File: config.mk
export PLATFORM = sky130hd
export DESIGN_NAME = pipe_delay_chain
export DESIGN_NICKNAME = d
export VERILOG_FILES = /design/src/rtl/pipe_delay_chain.sv
export SDC_FILE = /design/constraint.sdc
export NUM_CORES = 1
export LEC_CHECK = 0
export CAP_MARGIN = 20
export CORE_MARGIN = 8
export CORE_UTILIZATION = 47
export CTS_CLUSTER_DIAMETER = 200
export DETAILED_ROUTE_END_ITERATION = 16
export PLACE_DENSITY = 0.81
export SLEW_MARGIN = 20
export SYNTH_ARGS = -nofsm -noshare
export SYNTH_HDL_FRONTEND = slang
export SYNTH_SLANG_ARGS = --single-unit
File: constraint.sdc
create_clock -name i_clk -period 2.1 [get_ports i_clk]
set_input_delay 0.525 -clock i_clk [delete_from_list [all_inputs] [get_ports i_clk]]
set_output_delay 0.525 -clock i_clk [all_outputs]
set_load 0.05 [all_outputs]
File: src/rtl/pipe_delay_chain.sv
// Elastic valid/ready delay line: STAGES register slices with back-pressure, bubble collapsing
// and synchronous flush. Define PIPE_DELAY_CHAIN_COUNT_EN to build the occupancy counter.
module pipe_delay_chain #(
  parameter int unsigned WIDTH  = 8,
  parameter int unsigned STAGES = 2,
  parameter int unsigned CW     = $clog2(STAGES + 1)
) (
  input  logic             i_clk,
  input  logic             i_rst,
  input  logic             i_flush,
  input  logic             i_valid,
  output logic             o_ready,
  input  logic [WIDTH-1:0] i_d,
  output logic             o_valid,
  input  logic             i_ready,
  output logic [WIDTH-1:0] o_d,
  output logic [CW-1:0]    o_count
);

  logic [STAGES-1:0] valid_q, valid_d;
  logic [WIDTH-1:0]  data_q [STAGES];
  logic [WIDTH-1:0]  data_d [STAGES];
  logic [STAGES-1:0] rdy;
  logic [STAGES-1:0] src_valid;
  logic [WIDTH-1:0]  src_data [STAGES];

  // A stage is ready when it or any stage after it is empty, or the consumer takes data.
  always_comb begin
    logic acc;
    acc = i_ready;
    for (int k = int'(STAGES) - 1; k >= 0; k--) begin
      acc    = acc | ~valid_q[k];
      rdy[k] = acc;
    end
  end

  always_comb begin
    src_valid[0] = i_valid;
    src_data[0]  = i_d;
    for (int k = 1; k < int'(STAGES); k++) begin
      src_valid[k] = valid_q[k-1];
      src_data[k]  = data_q[k-1];
    end
  end

  always_comb begin
    for (int k = 0; k < int'(STAGES); k++) begin
      valid_d[k] = rdy[k] ? src_valid[k] : valid_q[k];
      data_d[k]  = (rdy[k] && src_valid[k]) ? src_data[k] : data_q[k];
    end
    // Flush wins over any load, so an input offered this cycle is dropped.
    if (i_flush) begin
      valid_d = '0;
    end
  end

  always_ff @(posedge i_clk or posedge i_rst) begin
    if (i_rst) begin
      valid_q <= '0;
      for (int k = 0; k < int'(STAGES); k++) begin
        data_q[k] <= '0;
      end
    end else begin
      valid_q <= valid_d;
      data_q  <= data_d;
    end
  end

  assign o_ready = rdy[0];
  assign o_valid = valid_q[STAGES-1];
  assign o_d     = data_q[STAGES-1];

`ifdef PIPE_DELAY_CHAIN_COUNT_EN
  logic [CW-1:0] count_q, count_d;
  logic          in_xfer, out_xfer;

  assign in_xfer  = i_valid && rdy[0];
  assign out_xfer = valid_q[STAGES-1] && i_ready;

  always_comb begin
    count_d = count_q;
    if (i_flush) begin
      count_d = '0;
    end else if (in_xfer && !out_xfer) begin
      count_d = count_q + CW'(1);
    end else if (!in_xfer && out_xfer) begin
      count_d = count_q - CW'(1);
    end
  end

  always_ff @(posedge i_clk or posedge i_rst) begin
    if (i_rst) begin
      count_q <= '0;
    end else begin
      count_q <= count_d;
    end
  end

  assign o_count = count_q;
`else
  assign o_count = '0;
`endif

endmodule

* Word-level counts from Yosys, hierarchy flattened *
Cells that the tools add are included.

word-level totals
  output and inout port bits = 12
  logic and storage cells = 15
  flip-flop bits (word level) = 18
  input bits = 13

operators by class
  reduce and logical (&&, ||, !) cells = 4
  mux-type cells = 3
  bitwise gates (word level) = 4

operators by type and width
  cell                count
  nonzero test 2 bit  2
  logical AND 1 bit   2
  two-way mux 1 bit   2
  two-way mux 2 bit   1
  inverter 1 bit      2
  OR 1 bit            2

* Depth between registers and ports, before layout *
Gate-level depths: netlist of the first run.

  depth after elaboration = 5
  depth in mapped cells = 3
  mapped depth without buffers = 3

* Worst setup path before layout of the first run *
OpenSTA, ideal clock, no wires.

  kind = register to register
  start = register valid_q[1]
  end = register data_q[10] (netlist name)
  path buffers = 0
  cell stages (with the launch flop) = 4
  library setup time = 0.125 ns
  slack = 0.468 ns
  data required time = 1.975 ns
  period minus slack after synthesis = 1.632 ns
  data arrival time = 1.508 ns
  cells stage by stage = dfrtp_1 > nand3b_4 > nand2_4 > mux2_2

between the ends
  word-level cells in the longest chain between the ends = 4

RTL lines
  item                    RTL line  RTL
  start, declared         20        logic [STAGES-1:0] valid_q, valid_d;
  start signal, assigned  64        valid_q <= valid_d;
  inverter 1 bit          32        acc = acc | ~valid_q[k];
  OR 1 bit (2 in a row)   32
  via o_ready             12        output logic o_ready,
  logical AND 1 bit       49        data_d[k] = (rdy[k] && src_valid[k]) ? src_data[k] : data_q[k];
  end signal, assigned    65        data_q <= data_d;
  end, declared           21        logic [WIDTH-1:0] data_q [STAGES];

The timed path passes the listed nets, and every way through them passes these cells.
A chain may end at the register's enable or synchronous reset.

* Final worst setup path of the first run *
  start = register data_q, in the netlist o_d[7]
  end = output o_d[7]

RTL lines
  item           RTL line  RTL
  end, declared  16        output logic [WIDTH-1:0] o_d,

No word-level cell between the ends.

==> results.txt, run 1 <==
- Dividing the detail-routed wire length by the instance count gives 15.5 µm.
- At the end of the flow, the number of nets in the layout was 86.
- Worst-case vdd ir drop: 569 µV
- Insertion delay to the later sink of the worst-skew pair: 290 ps
- Of the synthesized area, sequential elements account for 57.3%.
* GRT Max-Usage Layer: met2
- Type of destination of the critical path: output port
* Number of buffer and inverter instances along the worst setup path: 1
- Synthesis inferred 18 register bits.
* Layout Skew: 3.36 ps
- The analysis attributes to net switching a power of 315 µW.
* Pre-antenna DRT Iters: 3
- The HPWL after detailed placement is 1030 µm.
* CTS Hold Bufs: 0
- The worst hold path belongs to the class reg -> reg.
* Maximum buffer depth of the clock tree: 2
* Via count of the first global-routing pass: 459
- Of all nets on the critical path, the largest fanout is 2.
- Met1 capacity usage during global routing: 11.2%
- Timing analysis after detailed placement gives a worst setup slack of 156 ps.
- Max Fclk: 0.503 GHz
- Vias per Instance: 4.92
- Summing internal, switching and leakage power gives 944 µW.
- Data required time of the worst path: 1570 ps
- Clock root buffer: sky130_fd_sc_hd__clkbuf_4
- Setup slack closes at 112 ps.
- After detailed routing, the number of remaining DRC violations is 0.
- Share of final-layout standard cells stronger than drive strength 1: 34.7%
- In this run, the number of DRC markers left after iteration 0 of detailed routing was 2.
- For the worst setup path, the data arrival time is 1460 ps.
* Antenna violations before repair: 0
- Crit path launch type: flop
- After synthesis the cells add up to 786 µm².
* ANT nets after route: 0
- Setup repair after global routing left no endpoint under its margin.
* Largest stage delay, worst path: 810 ps
- The count of buffers added on input and output ports is 22.
- Leakage power total: 0.000455 µW
- Of the available clock period, the critical path in the final layout requires 94.7%.
- Result of the run: finished clean
- Number of CTS-inserted buffers: 3
- The final hold violation count came to 0.
- Die span in y: 56.9 µm
* Post-cts resize count: 0
* Share of power burned in the clock network: 22.1%
* Switching share of total power: 33.4%
* Number of synthesis warnings: 0
- First-pass GRT wire length: 2250 µm
- Category of the critical setup timing path: reg -> out
* Number of diodes added for antenna fixing: 0
* Seq pwr share: 45.1%
- For this design the top-level I/O count stands at 25.
* Final Slew Violations: 0
* Pin slew with the least headroom to its limit: 658 ps
* Gate family responsible for the most delay along the worst path: buffers and inverters
* Maximum level of the CTS H-tree: 1
- After clock tree synthesis, the clock-pin slew on the worst setup and hold paths is 100 ps.
- Combinational logic is responsible for 32.8% of the overall power.
- Standard cell with the maximum stage delay on the critical path: sky130_fd_sc_hd__clkdlybuf4s50_1
- Core ar.: 0.00154 mm²
- Final weighted congestion in routability-driven placement: 0.624
- From synthesis to final layout, the design area changed by 27.1%.
* Global router's overall resource usage: 8.71%
* X dimension of the die: 56.9 µm
- After synthesis, the mean cell area works out to 14.3 µm².
* Clock tree from TritonCTS: done
- Total overflow reported by the global router: 0
- Setup total negative slack on the finished layout was measured at 0 ps.
- Starting density of the core: 51.0%
- Row cnt: 14
- Summed over all layers, the routed wires come to 1360 µm.
- Counting every sink on the clock net gives 18.
* Die area: 0.00324 mm²
- Traced cell by cell, the critical path runs through clkdlybuf4s50_1.
- For met3 alone, demand over resource in global routing was 2.70%.
- Across all layers, the routed design uses 433 vias.
- Buffers inserted by post-CTS timing repair: 0
- The tool flagged a number of max-cap violations equal to 0.
* Maximum number of pins on one net before global-route repair: 19
* Internal power component: 628 µW
* Count of final setup violators: 0
- For this run, global-route usage on met2 was measured as 12.4%.
- The routed design could run at a clock period as short as 1990 ps.
- Max_slew headroom: 56.1%
* Syn Inst Count: 55
- Dividing total power by cell area gives a power density of 945 mW/mm².
- Synth unique cells: 10
[registers in the layout, summed over array words and instances (netlist names)]
signal	cells
data_q	8
o_d	8
valid_q	2
[per-stage QoR]
stage	cells	util, %	area (µm²)	hold slack, ps
2_1_floorplan	56	-	790	464
3_3_place_gp	84	62.4	962	480
3_5_place_dp	84	62.4	962	491
4_1_cts	88	64.8	998	515
5_1_grt	88	64.8	998	524
6_report	88	64.8	998	508
[worst paths after layout]
kind	to	startpoint	slack [ps]	depth (start not counted)
setup / recovery	o_d[7]	o_d[7]	110	1
hold / removal	o_d[6]	data_q[14]	510	1
setup reg to reg	o_d[5]	valid_q[1]	780	3
hold reg to reg	o_d[6]	data_q[14]	510	1
max in group asynchronous	data_q[8]	i_rst	1060	2
min in group asynchronous	o_d[4]	i_rst	620	2
[layout make-up]
class / count / area, µm²
repair buffers: 22 / 228
well taps: 16 / 20.0
inverters: 4 / 15.0
clock buffers: 4 / 36.3
multi-input cells: 24 / 249
flip-flops and latches: 18 / 450
fillers: 127 / 543
[worst reg2reg max path, delay by kind of cell, from the launching register on]
kind | cells | cell delay [ps]
flops | 1 | 440
mux | 1 | 370
compound gates | 1 | 290
buf+inv | 1 | 100
[routing by layer]
| layer | up-vias | wire length [µm] |
|---|---|---|
| met1 | 214 | 571 |
| met4 | 0 | 12 |
| met5 | - | 0 |
| li1 | 203 | - |
| met2 | 14 | 674 |
| met3 | 2 | 102 |
[logic make-up (layout without fill, tap and decap cells)]
| logic type | after synthesis | count (layout) | synth area share (%) |
|---|---|---|---|
| compound gates | 3 | 3 | 3.34 |
| buf+inv | 14 | 30 | 11.5 |
| mux | 16 | 16 | 22.9 |
| other cells | 1 | 2 | 0.477 |
| simple gates | 3 | 3 | 4.46 |
| flops | 18 | 18 | 57.3 |
[Yosys cell counts]
cell / n / area, µm²
sky130_fd_sc_hd__nand2_4: 1 / 11.3
sky130_fd_sc_hd__mux2_2: 16 / 180
sky130_fd_sc_hd__nand3b_4: 1 / 20.0
sky130_fd_sc_hd__nor2_1: 1 / 3.75
sky130_fd_sc_hd__o21ai_4: 1 / 16.3
sky130_fd_sc_hd__buf_4: 10 / 75.1
sky130_fd_sc_hd__dfrtp_1: 18 / 450
sky130_fd_sc_hd__a21oi_1: 2 / 10.0
sky130_fd_sc_hd__inv_1: 4 / 15.0
sky130_fd_sc_hd__conb_1: 1 / 3.75
[power groups by stage]
| stage | sequential (µW) | clock, µW | combinational (µW) |
|---|---|---|---|
| floorplan | 429 | 0 | 257 |
| global placement | 431 | 0 | 309 |
| detailed placement | 434 | 0 | 312 |
| CTS | 427 | 215 | 313 |
| global route | 433 | 235 | 322 |
| finish | 426 | 209 | 309 |
[cells in the final DEF (no fill, tap or decap)]
master,Yosys,layout
sky130_fd_sc_hd__a21oi_1,2,2
sky130_fd_sc_hd__buf_12,0,1
sky130_fd_sc_hd__buf_4,10,1
sky130_fd_sc_hd__clkbuf_4,0,3
sky130_fd_sc_hd__clkbuf_8,0,1
sky130_fd_sc_hd__clkdlybuf4s50_1,0,20
sky130_fd_sc_hd__conb_1,1,2
sky130_fd_sc_hd__dfrtp_1,18,18
sky130_fd_sc_hd__inv_1,4,4
sky130_fd_sc_hd__mux2_2,16,16
sky130_fd_sc_hd__nand2_4,1,1
sky130_fd_sc_hd__nand3b_4,1,1
sky130_fd_sc_hd__nor2_1,1,1
sky130_fd_sc_hd__o21ai_4,1,1
Power figures use the tool's default switching activity.
==> run 2: changes to the inputs <==
--- a/config.mk
+++ b/config.mk
@@ -11,6 +11,7 @@
 export CTS_CLUSTER_DIAMETER = 200
 export DETAILED_ROUTE_END_ITERATION = 16
 export PLACE_DENSITY = 0.81
+export SETUP_SLACK_MARGIN = 0.2
 export SLEW_MARGIN = 20
 export SYNTH_ARGS = -nofsm -noshare
 export SYNTH_HDL_FRONTEND = slang
==> results.txt, run 2 (synthesis gave the netlist of run 1 again) <==
- Max Fclk: 0.585 GHz (+16%)
- Gate family responsible for the most delay along the worst path: buffers and inverters
- The overall overflow remaining after global route was 0 (unchanged).
* Net count of the finished layout: 86 (unchanged)
- Walking the worst path, the cells encountered are dlygate4sd2_1 > nand3b_4 > buf_12.
* DRC: 0 (unchanged)
* Fillers: 133 (+4.7%)
- The post-DP HPWL came to 1030 µm (unchanged).
- Data required time of the worst path: 1570 ps (about the same)
* Area growth from synthesis to layout: 25.6%
- For this design, the slowest cell found on the critical path is sky130_fd_sc_hd__dlygate4sd2_1.
- Die span in y: 56.9 µm (unchanged)
- The worst setup path is captured at an output port.
- Via count: 432 (-0.23%)
* Maximum number of pins on one net before global-route repair: 19 (unchanged)
- The worst-path maximum fanout is 3 (+1).
* ANT nets after route: 0 (unchanged)
- Maximum level of the CTS H-tree: 1 (unchanged)
- The CTS sink count is 18 (unchanged).
* Number of diodes added for antenna fixing: 0 (unchanged)
- The average wire length per cell after detail routing is 15.4 µm (-0.37%).
- Vias per Instance: 4.91 (-0.23%)
* Post-route setup TNS: 0 ps (unchanged)
- The deepest clock path buffer count came to 2 (unchanged).
- The worst clock skew is 3.33 ps (-0.0306 ps).
- The number of ports placed on the die boundary came to 25 (unchanged).
- Max_slew headroom: 56.1% (about the same)
- Most frequent standard cell in the layout excluding fill and tap cells: sky130_fd_sc_hd__dfrtp_1
- Hold Path Class: reg -> reg
- Number of buffer and inverter instances along the worst setup path: 2 (+1)
* CTS Hold Bufs: 0 (unchanged)
- The transition time at the pin with the least slew margin came to 658 ps (-0.0287 ps).
- Minimum period implied by the final worst setup slack: 1710 ps (-278 ps)
* Row cnt: 14 (unchanged)
* Arrival time of data at the critical path endpoint: 1190 ps (-270 ps)
* Port bufs: 22 (unchanged)
- Setup repair after global routing left no endpoint under its margin.
- Antenna violations before repair: 0 (unchanged)
- Starting density of the core: 51.0% (unchanged)
* First-pass GRT wire length: 2250 µm (unchanged)
- Worst-case vdd ir drop: 552 µV (-3.0%)
- The reported leakage power was 0.000469 µW (+2.9%).
* Most frequent cells in the layout: sky130_fd_sc_hd__dfrtp_1 (18), sky130_fd_sc_hd__mux2_2 (16), sky130_fd_sc_hd__clkdlybuf4s50_1 (11), sky130_fd_sc_hd__dlygate4sd2_1 (9), sky130_fd_sc_hd__inv_1 (4)
- The count of final setup violators is 0 (unchanged).
- The final hold violation count came to 0 (unchanged).
* Core ar.: 0.00154 mm² (unchanged)
- Final Slew Violations: 0 (unchanged)
- Number of CTS-inserted buffers: 3 (unchanged)
- The number of global-route vias before repair is 461 (+0.44%).
- The post-CTS clock slew at the launch and capture registers of the worst setup and hold paths was 100 ps (about the same).
- Storage element area: 450 µm² (unchanged)
* Iter 0 DRT Violations: 3 (+1)
- Global router's overall resource usage: 8.71% (unchanged)
* Share of final-layout standard cells stronger than drive strength 1: 34.7% (unchanged)
- TritonCTS built the clock tree.
- Crit share post-route: 81.4% (-13 points)
* Clock root buffer: sky130_fd_sc_hd__clkbuf_4
* Crit path launch type: primary input
- The total die area came to 0.00324 mm² (unchanged).
* Power per unit of standard cell area: 928 mW/mm² (-1.8%)
- The run finished with clean final reports.
- The minimum hold slack was 507 ps (-1.18 ps).
- Final weighted congestion in routability-driven placement: 0.624 (unchanged)
- X dimension of the die: 56.9 µm (unchanged)
* Pre-antenna DRT Iters: 3 (unchanged)
- Category of the critical setup timing path: in -> out
* Largest stage delay, worst path: 280 ps (-530 ps)
* WL final: 1360 µm (-0.37%)
* Maximum capacitance violations: 0 (unchanged)
- The worst-skew pair later-pin latency came to 290 ps (about the same).
- Total area of multi-input combinational cells: 249 µm² (unchanged)
==> run 2: cell types whose count changed in the layout (fill, tap and decap cells not counted) <==
cell / previous run / this run
sky130_fd_sc_hd__dlygate4sd2_1: 0 / 9
sky130_fd_sc_hd__clkdlybuf4s50_1: 20 / 11
==> run 2: routing by layer <==
metal | track usage, % | share of wire, % | vias up | wire (µm)
met5 | 0 | 0 | - | 0
met4 | 5.03 | 0.88 | 0 | 12
met3 | 2.92 | 7.6 | 2 | 103
met2 | 12.4 | 50 | 14 | 676
met1 | 11.1 | 42 | 213 | 564
li1 | - | - | 203 | -
==> run 2: stage by stage <==
stage	util, %	area [µm²]	worst slack (ps)	total power (µW)	cells
global route	64.0	987	329	964	88
finish	64.0	987	390	916	88
floorplan	-	790	468	686	56
detailed placement	62.4	962	156	746	84
global placement	62.4	962	174	740	84
CTS	64.0	987	373	927	88
==> run 2: final timing paths <==
path	from	endpoint	slack, ps	cells after the start
max	i_ready	o_ready	390	3
min	o_d[3]	o_d[3]	510	1
max reg2reg	valid_q[1]	o_d[5]	780	3
min reg2reg	o_d[3]	o_d[3]	510	1
max in group asynchronous	i_rst	data_q[8]	1060	2
min in group asynchronous	i_rst	o_d[4]	620	2
==> run 2: final cells by class <==
type,instances,area share (%)
tap,16,2.03
sequential,18,45.6
inverter,4,1.52
timing repair buffer,22,21.9
multi-input combinational,24,25.2
clock buffer,4,3.68
==> run 2: what timing repair did <==
action / CTS / global route
setup endpoints to repair: 9 / 0
resized for setup: 9 / 0
setup buffers: 0 / 0
==> run 2: where the power goes <==
part / total [µW] / leakage (µW) / switching [µW] / internal (µW)
combinational: 284 / 0.000234 / 185 / 98.6
sequential: 424 / 0.000214 / 25.1 / 399
clock: 208 / 0.0000210 / 103 / 106
==> run 3: changes to the inputs <==
--- a/config.mk
+++ b/config.mk
@@ -7,10 +7,10 @@
 export LEC_CHECK = 0
 export CAP_MARGIN = 20
 export CORE_MARGIN = 8
-export CORE_UTILIZATION = 47
+export CORE_UTILIZATION = 40
 export CTS_CLUSTER_DIAMETER = 200
 export DETAILED_ROUTE_END_ITERATION = 16
-export PLACE_DENSITY = 0.81
+export PLACE_DENSITY = 0.73
 export SETUP_SLACK_MARGIN = 0.2
 export SLEW_MARGIN = 20
 export SYNTH_ARGS = -nofsm -noshare
==> constraint.sdc (replaced) <==
create_clock -name i_clk -period 1.55 [get_ports i_clk]
set_input_delay 0.3875 -clock i_clk [delete_from_list [all_inputs] [get_ports i_clk]]
set_output_delay 0.3875 -clock i_clk [all_outputs]
set_load 0.05 [all_outputs]
==> results.txt, run 3 (synthesis gave the netlist of run 1 again) <==
- The run finished with clean final reports.
* WL/cell: 14.5 µm (-6.1%)
* Type of destination of the critical path: output port
* Final hold violation count: 0 (unchanged)
* Routed length on met2: 704 µm (+4.1%)
* Number of diodes added for antenna fixing: 0 (unchanged)
- Most frequent standard cell in the layout excluding fill and tap cells: sky130_fd_sc_hd__dfrtp_1
- The initial antenna violation count came to 0 (unchanged).
* Hold Path Class: in -> async
- The number of hold buffers added after CTS came to 0 (unchanged).
- The total of buffers placed on input and output ports was 22 (unchanged).
- The total die area came to 0.00364 mm² (+12%).
- The effective utilization at floorplan was 41.3% (-9.7 points).
* Maximum buffer depth of the clock tree: 2 (unchanged)
- Max Fclk: 0.720 GHz
* Via count: 469 (+8.6%)
- Clock tree from TritonCTS: done
* Routed met3 length: 94 µm (-8.7%)
- Leaving out fill and tap cells, the most frequent cells in the layout are sky130_fd_sc_hd__dfrtp_1 (16), sky130_fd_sc_hd__clkdlybuf4s50_1 (11), sky130_fd_sc_hd__buf_12 (11), sky130_fd_sc_hd__mux2_4 (8), sky130_fd_sc_hd__mux2_2 (8).
- The post-CTS clock slew at the launch and capture registers of the worst setup and hold paths is 100 ps (about the same).
- Arrival time of data at the critical path endpoint: 1000 ps (-190 ps)
- The area growth from synthesis to layout is 51.3%.
- Setup repair after global routing could not meet its margin everywhere.
- Row cnt: 16 (+2)
* Iter 0 DRT Violations: 11 (+8)
- Core ar.: 0.00190 mm² (+23%)
- The first-pass GRT wire length is 2300 µm (+2.1%).
- The net count reported at finish was 90 (+4.7%).
* X dimension of the die: 60.3 µm (+6.0%)
- The worst vdd rail ir drop came to 532 µV (-3.5%).
- The worst clock skew was 0.516 ps (-2.82 ps).
* Insertion delay to the later sink of the worst-skew pair: 280 ps (about the same)
- Power per unit of standard cell area: 1210 mW/mm² (+31%)
- The root buffer cell chosen for the clock tree is sky130_fd_sc_hd__clkbuf_4.
* DRT met1 WL: 654 µm (+16%)
- The setup slack on the worst flop-to-flop path was 250 ps (-530 ps).
- The number of max-slew violations in the final report is 0 (unchanged).
* Post-layout utilization of the core: 62.5% (-1.5 points)
- Num ports: 25 (unchanged)
- The chip height was 60.3 µm (+6.0%).
* WL final: 1490 µm (+10%)
* Crit share post-route: 89.6%
- Maximum number of pins on one net before global-route repair: 19 (unchanged)
- Start of the worst register-to-register path: valid_q[1]
- Launching element of the worst setup path: valid_q[1]
- Topmost layer with routed signal wires: met4
* Pre-antenna DRT Iters: 2 (-1)
- Total overflow reported by the global router: 0 (unchanged)
- ANT nets after route: 0 (unchanged)
- The total global routing track utilization is 8.87% (+0.16 points).
- Maximum capacitance violations: 0 (unchanged)
- Minimum period implied by the final worst setup slack: 1390 ps
* Number of CTS-inserted buffers: 3 (unchanged)
- Count of final setup violators: 0 (unchanged)
- Total number of clock tree sinks: 18 (unchanged)
* Post-route setup TNS: 0 ps (unchanged)
- Final weighted congestion in routability-driven placement: 0.647 (+3.6%)
- The average via count per standard cell is 4.55 (-7.2%).
* Maximum level of the CTS H-tree: 1 (unchanged)
* DRC: 0 (unchanged)
- The worst-path maximum fanout is 4 (+1).
- Share of final-layout standard cells stronger than drive strength 1: 51.3% (+17 points)
- Crit path launch type: flop
- The critical path is of the reg -> out type.
- Leakage power total: 0.000560 µW (+20%)
- The required time reported for the critical path endpoint was 1160 ps (-410 ps).
- The post-DP HPWL is 1120 µm (+9.2%).
- The minimum hold slack came to 405 ps (-102 ps).
- Via count of the first global-routing pass: 495 (+7.4%)
run 3: repair_timing:
action,4_1_cts,5_1_grt
cloned,0,0
pin swaps,1,1
gates resized for setup,3,0
setup buffers,1,2
setup endpoints to repair,17,2
hold endpoints to repair,0,0
run 3: per-layer routing:
layer / track usage [%] / up-vias
met5: 0 / -
met4: 6.12 / 0
met3: 3.44 / 4
met2: 13.4 / 18
met1: 10.0 / 233
li1: - / 214
run 3: worst paths after layout:
kind,endpoint,cells after the start
max in group asynchronous,valid_q[0],3
hold / removal,o_d[0],3
setup reg to reg,o_d[3],4
hold reg to reg,data_q[13],1
min in group i_clk,data_q[13],1
setup / recovery,o_ready,2
run 3: critical path: stages, from the launching register on:
cell and delay, ps:
sky130_fd_sc_hd__dfrtp_2 470, sky130_fd_sc_hd__nand3b_4 110, sky130_fd_sc_hd__buf_12 140
run 3: stage by stage:
step / setup slack [ps] / instances / power [µW] / cell area [µm²]
2_1_floorplan: 159 / 56 / 948 / 830
5_1_grt: 123 / 103 / 1510 / 1190
3_5_place_dp: -172 / 96 / 1170 / 1120
3_3_place_gp: -153 / 96 / 1160 / 1120
4_1_cts: 155 / 101 / 1450 / 1160
6_report: 162 / 103 / 1440 / 1190
run 3: area by class of cell:
| type | count | area [µm²] |
|---|---|---|
| clock buffer | 4 | 36.3 |
| timing repair buffer | 26 | 363 |
| tap | 27 | 33.8 |
| fill | 145 | 713 |
| multi-input combinational | 24 | 288 |
| inverter | 4 | 15.0 |
| sequential | 18 | 453 |
run 3: report_power, final:
part           switching (µW)  total [µW]  internal [µW]
registers                65.9         608            542
clock network             137         280            143
logic                     258         553            295
total                     461        1440            979
